### src/rtl/led_result_sequencer.sv
// Queues 3-bit result codes in a small FIFO and presents each one to the LED decoder
// for HOLD_CYCLES, separated by a GAP_CYCLES blank.
module led_result_sequencer #(
  parameter int HOLD_CYCLES = 50_000_000,
  parameter int GAP_CYCLES  = 5_000_000,
  parameter int DEPTH       = 4
) (
  input  logic                     clk,
  input  logic                     rst_n,
  input  logic                     in_valid,
  input  logic [2:0]               in_val,
  output logic                     in_ready,
  input  logic                     flush,
  output logic [2:0]               disp_val,
  output logic                     disp_en,
  output logic                     busy,
  output logic [$clog2(DEPTH):0]   fill
);

  localparam int MAXC_RAW = (HOLD_CYCLES > GAP_CYCLES) ? HOLD_CYCLES : GAP_CYCLES;
  localparam int MAXC     = (MAXC_RAW > 2) ? MAXC_RAW : 2;
  localparam int CW       = $clog2(MAXC);
  localparam int PW       = $clog2(DEPTH);
  localparam int FW       = PW + 1;
  localparam logic [CW-1:0] HOLD_LOAD = CW'(HOLD_CYCLES - 1);
  localparam logic [CW-1:0] GAP_LOAD  = CW'((GAP_CYCLES > 0) ? GAP_CYCLES - 1 : 0);

  typedef enum logic [1:0] {
    ST_IDLE = 2'd0,
    ST_SHOW = 2'd1,
    ST_GAP  = 2'd2
  } state_t;

  state_t          state_q, state_d;
  logic [CW-1:0]   cnt_q, cnt_d;
  logic [PW-1:0]   wr_ptr_q, wr_ptr_d;
  logic [PW-1:0]   rd_ptr_q, rd_ptr_d;
  logic [FW-1:0]   fill_q, fill_d;
  logic [2:0]      disp_val_q, disp_val_d;
  logic [2:0]      mem_q [DEPTH];
  logic            push;
  logic            pop;
  logic            wr_en;

  assign in_ready = (fill_q != FW'(DEPTH));
  assign disp_en  = (state_q == ST_SHOW);
  assign disp_val = disp_val_q;
  assign busy     = (state_q != ST_IDLE) || (fill_q != '0);
  assign fill     = fill_q;

  always_comb begin
    state_d    = state_q;
    cnt_d      = cnt_q;
    disp_val_d = disp_val_q;
    wr_ptr_d   = wr_ptr_q;
    rd_ptr_d   = rd_ptr_q;
    fill_d     = fill_q;
    pop        = 1'b0;
    push       = in_valid && in_ready;

    case (state_q)
      ST_IDLE: begin
        if (fill_q != '0) begin
          pop     = 1'b1;
          state_d = ST_SHOW;
          cnt_d   = HOLD_LOAD;
        end
      end
      ST_SHOW: begin
        if (cnt_q != '0) begin
          cnt_d = cnt_q - CW'(1);
        end else if (GAP_CYCLES > 0) begin
          state_d = ST_GAP;
          cnt_d   = GAP_LOAD;
        end else if (fill_q != '0) begin
          // no gap configured: chain straight into the next queued code
          pop   = 1'b1;
          cnt_d = HOLD_LOAD;
        end else begin
          state_d = ST_IDLE;
        end
      end
      ST_GAP: begin
        if (cnt_q != '0) begin
          cnt_d = cnt_q - CW'(1);
        end else if (fill_q != '0) begin
          pop     = 1'b1;
          state_d = ST_SHOW;
          cnt_d   = HOLD_LOAD;
        end else begin
          state_d = ST_IDLE;
        end
      end
      default: state_d = ST_IDLE;
    endcase

    if (pop) begin
      disp_val_d = mem_q[rd_ptr_q];
      rd_ptr_d   = rd_ptr_q + PW'(1);
    end
    if (push) begin
      wr_ptr_d = wr_ptr_q + PW'(1);
    end
    case ({push, pop})
      2'b10:   fill_d = fill_q + FW'(1);
      2'b01:   fill_d = fill_q - FW'(1);
      default: fill_d = fill_q;
    endcase

    wr_en = push && !flush;
    if (flush) begin
      state_d    = ST_IDLE;
      cnt_d      = '0;
      wr_ptr_d   = '0;
      rd_ptr_d   = '0;
      fill_d     = '0;
      disp_val_d = disp_val_q;
    end
  end

  always_ff @(posedge clk or negedge rst_n) begin
    if (!rst_n) begin
      state_q    <= ST_IDLE;
      cnt_q      <= '0;
      wr_ptr_q   <= '0;
      rd_ptr_q   <= '0;
      fill_q     <= '0;
      disp_val_q <= 3'b000;
    end else begin
      state_q    <= state_d;
      cnt_q      <= cnt_d;
      wr_ptr_q   <= wr_ptr_d;
      rd_ptr_q   <= rd_ptr_d;
      fill_q     <= fill_d;
      disp_val_q <= disp_val_d;
    end
  end

  always_ff @(posedge clk or negedge rst_n) begin
    if (!rst_n) begin
      for (int i = 0; i < DEPTH; i++) mem_q[i] <= 3'b000;
    end else if (wr_en) begin
      mem_q[wr_ptr_q] <= in_val;
    end
  end

endmodule

### config.mk
export PLATFORM = sky130hd
export DESIGN_NAME = led_result_sequencer
export DESIGN_NICKNAME = d
export VERILOG_FILES = /design/src/rtl/led_result_sequencer.sv
export SDC_FILE = /design/constraint.sdc
export NUM_CORES = 1
export LEC_CHECK = 0
export BUFFER_PORTS_ARGS = -buffer_cell sky130_fd_sc_hd__buf_2
export CAP_MARGIN = 15
export CORE_UTILIZATION = 55
export DETAILED_ROUTE_END_ITERATION = 7
export GPL_TIMING_DRIVEN = 0
export PLACE_DENSITY_LB_ADDON = 0.15
export SETUP_SLACK_MARGIN = 0.4
export SLEW_MARGIN = 10
export SYNTH_ARGS = -nofsm -noshare
export SYNTH_HDL_FRONTEND = slang
export SYNTH_SLANG_ARGS = --single-unit
### constraint.sdc
create_clock -name clk -period 3.35 [get_ports clk]
set_clock_uncertainty 0.05 [all_clocks]
set_input_delay 0.67 -clock clk [delete_from_list [all_inputs] [get_ports clk]]
set_output_delay 0.67 -clock clk [all_outputs]
set_load 0.02 [all_outputs]
==> metrics.md, run 1 <==
| Metric | Value |
|---|---|
| FFs w/ async S/R, synth | `100.0%` |
| Synth Area in Simple Gates | `between 20 and 25%` |
| Dpl hpwl | `5466 um` |
| Final total negative setup slack | `0 ps` |
| Outcome | `finished clean` |
| VDD IR max | `608.2 uV` |
| Crit share post-route | `89.04%` |
| Seq pwr share | `30.2%` |
| Required @ worst endpoint | `about 3500 ps` |
| Register area share after synthesis | `39.92%` |
| Setup ws final | `367.1 ps` |
| Worst-Margin Slew | `between 800 and 900 ps` |
| CTS Hold Bufs | `0` |
| Number of global-route vias before repair | `2646` |
| Post-synth EDFFs | `0` |
| # IOs | `16` |
| Largest net degree at the start of global routing | `between 50 and 60` |
| H-tree depth | `2` |
| Clock sinks | `50` |
| DP Worst Slack | `32.28 ps` |
| Net Switching | `1.672 mW` |
| Critical path peak fanout | `4` |
| Worst-path clk slew | `roughly 100 ps` |
| Top cells by area, synth | `dfrtp_1, mux2_2, nor2_1` |
| Post-synth top area share | `39.92%` |
| Fmax | `335.2 MHz` |
| Worst-Skew Late Latency | `between 300 and 400 ps` |
| XOR/XNOR share of the synthesized area | `1.118%` |
| Final Max Slew Viols | `0` |
| Antenna violations before repair | `0` |
| Max-cap violations | `0` |
| DR vias/cell | `6.509` |
| Mapped Area | `0.003134 mm^2` |
| Net Sw Frac | `48.25%` |
| Worst min path class | `in2async` |
| Syn nets | `approximately 360` |
| Crit path arrival time | `3140 ps` |
| Clock share of power | `a little under an eighth` |
| Core ar. | `0.005507 mm^2` |
| DR WL/cell | `18.24 um` |
| Clock Tree Buf Depth | `2` |
| Tot Pwr | `3.466 mW` |
| N_diodes | `0` |
| Initial Util | `56.92%` |
| Die Y | `77.49 um` |
| Post-Synth Adder-Cell Area | `4.232%` |
| Routability cong. | `0.8950` |
| Slew Limit Headroom | `about two fifths` |
| DRT iter0 DRCs | `233` |
| Startpoint types | `flip-flop` |
| Syn_area_per_cell | `roughly 9.2 um^2` |
| LEAKAGE | `1.529 nW` |
| Die area | `0.006005 mm^2` |
| Final setup fails | `0` |
| Final hold violations | `0` |
| First-pass GRT wire length | `between 10000 and 15000 um` |
| First-pass DRT Iterations | `5` |
| R2R Setup Slk | `around 370 ps` |
| # DRC | `0` |
| Post-synth top area cell | `dfrtp_1` |
| Int Pwr | `1.793 mW` |
| Nets | `between 300 and 400` |
| Main flop type after synthesis | `dfrtp_1` |
| Total Routing Usage GR | `between 20 and 30%` |
| Share of layout cells above drive strength 1 | `20.32%` |
| Worst Setup SP | `cnt_q[1]` |
| Crit path kind | `reg2reg` |
| Worst r2r src | `cnt_q[1]` |
| P&R area growth vs syn | `13.65%` |
| Total Routed Length | `8137 um` |
| Synth Instances | `341` |
| I/O Buffers | `14` |
| DRT antenna net count | `0` |
| RSZ-0062 raised after global routing | `yes` |
| Post-synthesis register bit count | `50` |
| Die Wd | `between 70 and 80 um` |
| Post-synthesis cell type count | `57` |
| Via Count | `~2900` |
| Post-synthesis mux area share | `8.902%` |
| Clock root cell | `clkbuf_8` |
| # rows | `27` |
| Worst setup EP type | `flip-flop` |
| CTS buffer count | `5` |
| CTS tree | `done` |
| Post-synthesis compound-gate area fraction | `around a fifth` |
| PwrDens | `972.9 mW/mm^2` |
| Global route overflow | `0` |
| Largest family of logic cells by synthesized area | `simple AND/OR/NAND/NOR gates` |
| Fin crit period | `2983 ps` |
| FF-to-FF path depth | `11` |
| Synthesis Warnings | `0` |
| Combinational cell fraction of total power | `around three fifths` |
## synth_stat cells (2+ instances only)
library cell	n
a221oi_1	2
a31oi_1	8
clkbuf_1	12
a41o_1	2
nand2_1	32
nor4_1	9
a211oi_1	4
xor2_1	3
nand4b_1	2
ha_1	9
or4_1	3
nor2b_1	4
o41ai_1	2
nand3_1	6
nor2_1	37
mux4_2	3
dfrtp_1	50
or3_1	5
o22a_1	2
and4b_1	2
nor3_1	14
and2_1	2
o311ai_0	4
a41oi_1	3
nand2b_1	7
nand4_1	2
a22oi_1	3
a21oi_1	23
mux2_2	17
o31ai_1	3
o21ai_0	24
mux2i_1	2
a21o_1	4
a2111oi_0	3
inv_1	11
## through the flow
step	instances	instance area [um^2]	utilization [%]	hold WS [ps]
6_report	446	3562	64.69	316.7
2_1_floorplan	341	3156	-	324.4
5_1_grt	446	3562	64.69	374.6
3_3_place_gp	427	3316	60.21	433.3
3_5_place_dp	427	3316	60.21	441.9
4_1_cts	441	3491	63.39	467.3
## critical path, cell delays in order (launching register included)
cell and delay [ps]:
dfrtp_1 410, inv_2 80, ha_4 150, or4b_4 500, nor4_4 310, a41o_1 260, nand2_2 70, a21oi_2 140
fa_2 230, and4b_1 200, a41oi_2 170, mux2_4 310
## layout make-up
class / count / area (um^2)
multi-input combinational: 265 / 1858
clock buffer: 5 / 68.82
fill: 454 / 1944
inverter: 11 / 41.29
tap: 72 / 90.09
timing repair buffer: 25 / 155.1
sequential: 50 / 1251
buffer: 15 / 68.82
clock inverter: 3 / 28.78
## power by group through the flow
stage               Combinational (mW)  Sequential [mW]  Clock, mW
floorplan                         1.34             1.02          0
global placement                  1.75             1.02          0
detailed placement                1.77             1.03          0
CTS                               1.88             1.03      0.404
global route                      2.20             1.08      0.421
finish                            2.03             1.05      0.393
## cells by family (layout without fill, tap and decap cells)
kind of cell             Yosys count  after routing
AND/OR/NAND/NOR                  133            133
adder cells (fa/ha/maj)           10             10
multiplexers                      22             22
buffers and inverters             26             59
AO/OA/AOI/OAI                     96             96
flip-flops                        50             50
XOR/XNOR                           4              4
## layer usage
| layer | wire (um) | vias to the layer above | global-route usage [%] | share of wire [%] |
|---|---|---|---|---|
| li1 | - | 1351 | - | - |
| met1 | 3664 | 1387 | 40.18 | 45 |
| met2 | 3634 | 137 | 41.15 | 45 |
| met3 | 620 | 28 | 6.118 | 7.6 |
| met4 | 218 | 0 | 10.94 | 2.7 |
| met5 | 0 | - | 0 | 0 |
## worst paths after layout
kind,to
max,fill[2]
max in group asynchronous,cnt_q[10]
min,cnt_q[22]
min reg2reg,mem_q[6]
min in group clk,mem_q[6]
max reg2reg,fill[2]
## layout by cell type, fill, tap and decap left out, types with 3 or more instances in the layout
master,count
dfrtp_1,50
nor2_1,37
nand2_1,31
o21ai_0,24
a21oi_1,22
mux2_2,16
buf_4,13
buf_2,13
clkbuf_1,11
nor3_1,11
inv_1,9
a31oi_1,8
ha_1,8
nor4_1,7
nand2b_1,7
nand3_1,6
or3_1,5
clkbuf_8,5
nor3_2,4
nor2b_1,4
a21o_1,4
o311ai_0,4
a211oi_1,4
mux4_2,3
or4_1,3
a22oi_1,3
xor2_1,3
a2111oi_0,3
o31ai_1,3
## state kept, by name (all words and copies together), names as in the netlist
signal,cells
cnt_q,26
mem_q,12
disp_val,3
fill,3
rd_ptr_q,2
state_q,2
wr_ptr_q,2
## what timing repair did
action                                  in CTS  in global routing
resized for setup                            6                  9
gates cloned                                 0                  0
pin swaps                                    2                  4
endpoints found under the setup margin       2                 11
buffers inserted                             6                  5
Power figures use the tool's default switching activity.
==> run 2, diff against run 1 <==
- SETUP_SLACK_MARGIN: 0.4 -> 0.1
==> run 2 against run 1 <==
Compared with the run above: clock power rose by 13%; flip-flop and latch count did not move; setup slack got worse by 100 ps; critical path depth did not move; sequential power barely moved; via count fell by 2.1%; critical endpoint unchanged; largest power group unchanged.
==> metrics.md, run 2 (synthesized netlist as in run 1, its figures left out) <==
| Metric | Value |
|---|---|
| CTS buffer count | `5 (unchanged)` |
| Routability cong. | `0.8752 (was 0.8950)` |
| Crit share post-route | `92.10% (was 89.04%)` |
| Startpoint types | `flip-flop (unchanged)` |
| Global route overflow | `0 (unchanged)` |
| Worst-Skew Late Latency | `310 ps (about the same)` |
| Commonest non-fill, non-tap cells in the layout | `dfrtp_1, nor2_1, nand2_1, o21ai_0, a21oi_1 (unchanged)` |
| N_diodes | `0 (unchanged)` |
| FF-to-FF path depth | `11 (unchanged)` |
| Fin crit period | `3085 ps (was 2983 ps)` |
| DR vias/cell | `6.472 (was 6.509)` |
| # DRC | `0 (unchanged)` |
| Critical path peak fanout | `6 (was 4)` |
| # rows | `27 (unchanged)` |
| H-tree depth | `2 (unchanged)` |
| Setup ws final | `264.8 ps (was 367.1 ps)` |
| LEAKAGE | `1.497 nW (was 1.529 nW)` |
| CTS tree | `done (unchanged)` |
| Total Routing Usage GR | `28.52% (was 28.02%)` |
| Final Max Slew Viols | `0 (unchanged)` |
| Final hold violations | `0 (unchanged)` |
| Initial Util | `56.92% (unchanged)` |
| Crit path arrival time | `3240 ps (was 3140 ps)` |
| DR WL/cell | `18.50 um (was 18.24 um)` |
| Crit path kind | `reg2reg (unchanged)` |
| Dpl hpwl | `5683 um (was 5466 um)` |
| Reg2reg end | `fill[2] (unchanged)` |
| DRT iter0 DRCs | `427 (was 233)` |
| Clock sinks | `50 (unchanged)` |
| Total Routed Length | `8120 um (was 8137 um)` |
| VDD IR max | `418.3 uV (was 608.2 uV)` |
| Worst-Margin Slew | `1059 ps (was 869.3 ps)` |
| Most common cell after layout, fill and taps aside | `dfrtp_1 (unchanged)` |
| CTS Hold Bufs | `0 (unchanged)` |
| Worst-path clk slew | `100 ps (about the same)` |
| Worst r2r src | `cnt_q[0] (was cnt_q[1])` |
| Required @ worst endpoint | `3500 ps (was 3510 ps)` |
| I/O Buffers | `14 (unchanged)` |
| RSZ-0062 raised after global routing | `no (was yes)` |
| Largest net degree at the start of global routing | `51 (unchanged)` |
| DP Worst Slack | `-344.6 ps (was 32.28 ps)` |
| Core ar. | `0.005507 mm^2 (unchanged)` |
| Filler cell count | `473 (was 454)` |
| Max-cap violations | `0 (unchanged)` |
| Antenna violations before repair | `0 (unchanged)` |
| Clock Tree Buf Depth | `2 (unchanged)` |
| Die Y | `77.49 um (unchanged)` |
| Max reg flops | `26 (unchanged)` |
| Top reg by flops | `cnt_q (unchanged)` |
| PwrDens | `970.6 mW/mm^2 (was 972.9 mW/mm^2)` |
| Fin util | `63.53% (was 64.69%)` |
| Die area | `0.006005 mm^2 (unchanged)` |
| Tot Pwr | `3.395 mW (was 3.466 mW)` |
| Final total negative setup slack | `0 ps (unchanged)` |
| DRT antenna net count | `0 (unchanged)` |
| Via Count | `2841 (was 2903)` |
| Nets | `383 (was 390)` |
| Clock root cell | `clkbuf_8 (unchanged)` |
| # IOs | `16 (unchanged)` |
| Worst min path class | `in2async (unchanged)` |
| Outcome | `finished clean (unchanged)` |
| Share of layout cells above drive strength 1 | `16.62% (was 20.32%)` |
| Die Wd | `77.49 um (unchanged)` |
| Slew Limit Headroom | `28.76% (was 41.43%)` |
| Number of global-route vias before repair | `2762 (was 2646)` |
| Hold slack | `230.6 ps (was 316.7 ps)` |
| Final setup fails | `0 (unchanged)` |
| First-pass DRT Iterations | `5 (unchanged)` |
| First-pass GRT wire length | `13320 um (was 13230 um)` |
| Fmax | `324.1 MHz (was 335.2 MHz)` |
| Top flop regs | `cnt_q x26, mem_q x12 (unchanged)` |
| R2R Setup Slk | `260 ps (was 370 ps)` |
| P&R area growth vs syn | `11.62% (was 13.65%)` |
| Worst Setup SP | `cnt_q[0] (was cnt_q[1])` |
| Worst setup EP type | `flip-flop (unchanged)` |
## run 2: cell count changes in the layout (fill, tap and decap cells not counted), moves of 2 or more
cell   before  now
buf_4      13    3
inv_1       9   11
inv_2       2    0
buf_2      13   15
## run 2: worst max-delay path, cell delays in order, from the launching register on
cell and delay, ps:
dfrtp_1 420, inv_1 70, ha_1 220, or4b_4 540, nor4_4 230, a41o_1 250
nand2_2 110, a21oi_2 150, fa_1 210, and4b_1 200, a41oi_1 180, mux2_2 350
## run 2: layout make-up
| type | instances | area (um^2) | area share, % |
|---|---|---|---|
| clock buffers | 5 | 68.82 | 1.967 |
| clock inverters | 3 | 48.80 | 1.395 |
| inverters | 11 | 41.29 | 1.180 |
| flip-flops and latches | 50 | 1251 | 35.77 |
| repair buffers | 18 | 112.6 | 3.219 |
| plain buffers | 15 | 65.06 | 1.860 |
| well taps | 72 | 90.09 | 2.575 |
| multi-input cells | 265 | 1821 | 52.04 |
## run 2: per-layer routing
layer,vias up,wire (um),track usage (%)
met5,-,0,0
met4,0,191,12.08
met3,26,564,5.412
met2,114,3886,45.58
met1,1376,3478,37.83
li1,1325,-,-
## run 2: what timing repair did
| action | in CTS | in global routing |
|---|---|---|
| pin swaps | 2 | 1 |
| endpoints found under the hold margin | 0 | 0 |
| gates resized for setup | 4 | 4 |
| endpoints found under the setup margin | 2 | 1 |
| gates cloned | 0 | 0 |
| buffers inserted | 2 | 1 |
## run 2: worst max path at each step
stage	end
global route	fill[2]
floorplan	fill[2]
finish	fill[2]
detailed placement	fill[2]
CTS	fill[2]
global placement	fill[2]
## run 2: power by group
part	internal, mW	total (mW)	switching [mW]
clock network	0.228	0.446	0.218
registers	0.819	1.05	0.231
logic	0.724	1.90	1.18
total	1.77	3.40	1.62
## run 2: through the flow
stage               area (um^2)  std cells
detailed placement         3294        427
floorplan                  3134        341
finish                     3498        439
CTS                        3450        437
global placement           3294        427
global route               3498        439
==> run 3, diff against run 2 <==
- CELL_PAD_IN_SITES_DETAIL_PLACEMENT: unset -> 1
- CELL_PAD_IN_SITES_GLOBAL_PLACEMENT: unset -> 1
- CORE_UTILIZATION: 55 -> 43
==> run 3 against run 2 <==
Compared with the run above: core utilization shrank 13 points; non-clock buffer count unchanged; maximum frequency is 1.8% higher; flip-flop and latch count stayed put; largest power group unchanged; setup slack improved by 53 ps; final area is 0.68% higher; global-route usage fell by 2.0 points; sequential share of layout area is 0.24 points lower; die area increased by 27%; count of clock-buffer cells in the layout did not move.
==> metrics.md, run 3 (synthesized netlist as in run 1, its figures left out) <==
| Metric | Value |
|---|---|
| Number of global-route vias before repair | `2971 (was 2762)` |
| VDD IR max | `452.1 uV (was 418.3 uV)` |
| Critical path peak fanout | `5 (was 6)` |
| Top reg by flops | `cnt_q (unchanged)` |
| Crit path arrival time | `3200 ps (was 3240 ps)` |
| First-pass GRT wire length | `15490 um (was 13320 um)` |
| Slew Limit Headroom | `37.83% (was 28.76%)` |
| RSZ-0062 raised after global routing | `no (unchanged)` |
| Required @ worst endpoint | `3520 ps (was 3500 ps)` |
| Total Routing Usage GR | `26.48% (was 28.52%)` |
| Final setup fails | `0 (unchanged)` |
| Nets | `383 (unchanged)` |
| FF-to-FF path depth | `11 (unchanged)` |
| CP Capture Point | `fill[2] (unchanged)` |
| Worst-Skew Late Latency | `320 ps (was 310 ps)` |
| Buf/Inv on CP | `1 (unchanged)` |
| Tot Pwr | `3.382 mW (was 3.395 mW)` |
| Crit path kind | `reg2reg (unchanged)` |
| Worst Setup SP | `cnt_q[0] (unchanged)` |
| Clock Tree Buf Depth | `2 (unchanged)` |
| Max-cap violations | `0 (unchanged)` |
| Filler cell count | `856 (was 473)` |
| Startpoint types | `flip-flop (unchanged)` |
| Fin area | `0.003522 mm^2 (was 0.003498 mm^2)` |
| Slowest library cell on the worst path | `or4b_4 (unchanged)` |
| H-tree depth | `2 (unchanged)` |
| Cell chain of the critical path | `inv_1 -> ha_4 -> or4b_4 -> nor4_4 -> a41o_1 -> nand2_2 -> a21oi_2 -> fa_2 -> and4b_1 -> a41oi_1 -> mux2_2 (was inv_1 -> ha_1 -> or4b_4 -> nor4_4 -> a41o_1 -> nand2_2 -> a21oi_2 -> fa_1 -> and4b_1 -> a41oi_1 -> mux2_2)` |
| First-pass DRT Iterations | `4 (was 5)` |
| LEAKAGE | `1.492 nW (was 1.497 nW)` |
| Worst-path clk slew | `110 ps (was 100 ps)` |
| Via Count | `2873 (was 2841)` |
| Footprint of the multi-input gates | `0.001833 mm^2 (was 0.001821 mm^2)` |
| Clock sinks | `50 (unchanged)` |
| DP Worst Slack | `-389.2 ps (was -344.6 ps)` |
| Hold slack | `211.5 ps (was 230.6 ps)` |
| Final hold violations | `0 (unchanged)` |
| Outcome | `finished clean (unchanged)` |
| CP delay by family, top | `simple AND/OR/NAND/NOR gates (unchanged)` |
| Die area | `0.007634 mm^2 (was 0.006005 mm^2)` |
| N_diodes | `0 (unchanged)` |
| Final total negative setup slack | `0 ps (unchanged)` |
| Crit share post-route | `90.51% (was 92.10%)` |
| Seq. cell area | `0.001251 mm^2 (unchanged)` |
| Core ar. | `0.006907 mm^2 (was 0.005507 mm^2)` |
| Share of layout cells above drive strength 1 | `17.71% (was 16.62%)` |
| PwrDens | `960.3 mW/mm^2 (was 970.6 mW/mm^2)` |
| # IOs | `16 (unchanged)` |
| # rows | `30 (was 27)` |
| Max reg flops | `26 (unchanged)` |
| Routability cong. | `0.8232 (was 0.8752)` |
| Total Routed Length | `9144 um (was 8120 um)` |
| Initial Util | `45.38% (was 56.92%)` |
| Worst min path class | `in2async (unchanged)` |
| Fin crit period | `3032 ps (was 3085 ps)` |
| Setup ws final | `318.0 ps (was 264.8 ps)` |
| DR WL/cell | `19.75 um (was 18.50 um)` |
| Commonest non-fill, non-tap cells in the layout | `dfrtp_1, nor2_1, nand2_1, o21ai_0, a21oi_1 (unchanged)` |
| Reg2reg end | `fill[2] (unchanged)` |
| Most common cell after layout, fill and taps aside | `dfrtp_1 (unchanged)` |
| DR vias/cell | `6.205 (was 6.472)` |
| Cell Area, Placed | `0.003344 mm^2 (was 0.003294 mm^2)` |
| Die Y | `87.38 um (was 77.49 um)` |
| Top flop regs | `cnt_q x26, mem_q x12 (unchanged)` |
| CTS buffer count | `5 (unchanged)` |
| Largest net degree at the start of global routing | `36 (was 51)` |
| Antenna violations before repair | `0 (unchanged)` |
| Worst-Margin Slew | `929.1 ps (was 1059 ps)` |
| Worst r2r src | `cnt_q[0] (unchanged)` |
| DRT antenna net count | `0 (unchanged)` |
| Dpl hpwl | `6679 um (was 5683 um)` |
| P&R area growth vs syn | `12.38% (was 11.62%)` |
| DRT iter0 DRCs | `162 (was 427)` |
| Max incr delay on CP | `510 ps (was 540 ps)` |
| Clock root cell | `clkbuf_8 (unchanged)` |
| Worst setup EP type | `flip-flop (unchanged)` |
| CTS tree | `done (unchanged)` |
| Global route overflow | `0 (unchanged)` |
| # DRC | `0 (unchanged)` |
| Die Wd | `87.38 um (was 77.49 um)` |
| R2R Setup Slk | `320 ps (was 260 ps)` |
| Final Max Slew Viols | `0 (unchanged)` |
| Fmax | `329.8 MHz (was 324.1 MHz)` |
| I/O Buffers | `14 (unchanged)` |
| Critical path depth | `11 (unchanged)` |
run 3: layout make-up:
cell class,count,share of cell area [%]
plain buffers,15,1.883
clock buffers,5,1.954
multi-input cells,265,52.04
repair buffers,18,3.197
clock inverters,3,0.8171
inverters,11,1.172
well taps,96,3.410
flip-flops and latches,50,35.52
run 3: worst reg2reg max path: stages, from the launching register on:
cell     delay (ps)
dfrtp_1         410
inv_1           110
ha_4            170
or4b_4          510
nor4_4          230
a41o_1          260
nand2_2         110
a21oi_2         150
fa_2            220
and4b_1         190
a41oi_1         170
mux2_2          360
run 3: report_power, final:
group	switching, mW	internal [mW]
Clock	0.244	0.157
Sequential	0.228	0.819
Combinational	1.20	0.736
Total	1.67	1.71
run 3: timing repair:
item / 4_1_cts / 5_1_grt
endpoints found under the setup margin: 6 / 1
cloned: 0 / 0
gates resized for setup: 5 / 8
setup buffers: 2 / 1
hold buffers: 0 / 0
pin swaps: 2 / 2
run 3: how the worst min path moves through the flow:
stage          slack [ps]  depth (start not counted)          to      from
6_report              210                          1   cnt_q[24]     rst_n
5_1_grt               240                          1   cnt_q[19]     rst_n
4_1_cts               220                          1  state_q[0]     rst_n
3_5_place_dp          440                          1    mem_q[2]  mem_q[2]
3_3_place_gp          430                          1    mem_q[9]  mem_q[9]
2_1_floorplan         320                          0    cnt_q[0]     rst_n
run 3: per-layer routing:
layer	track usage [%]	vias to the layer above	wire, um
met1	37.22	1461	4157
met5	0	-	0
met3	3.886	17	401
li1	-	1329	-
met4	7.899	0	172
met2	42.19	66	4412
run 3: through the flow:
step	util, %	std cells
2_1_floorplan	-	341
3_3_place_gp	48.13	451
3_5_place_dp	48.42	452
4_1_cts	50.45	462
5_1_grt	51.00	463
6_report	51.00	463
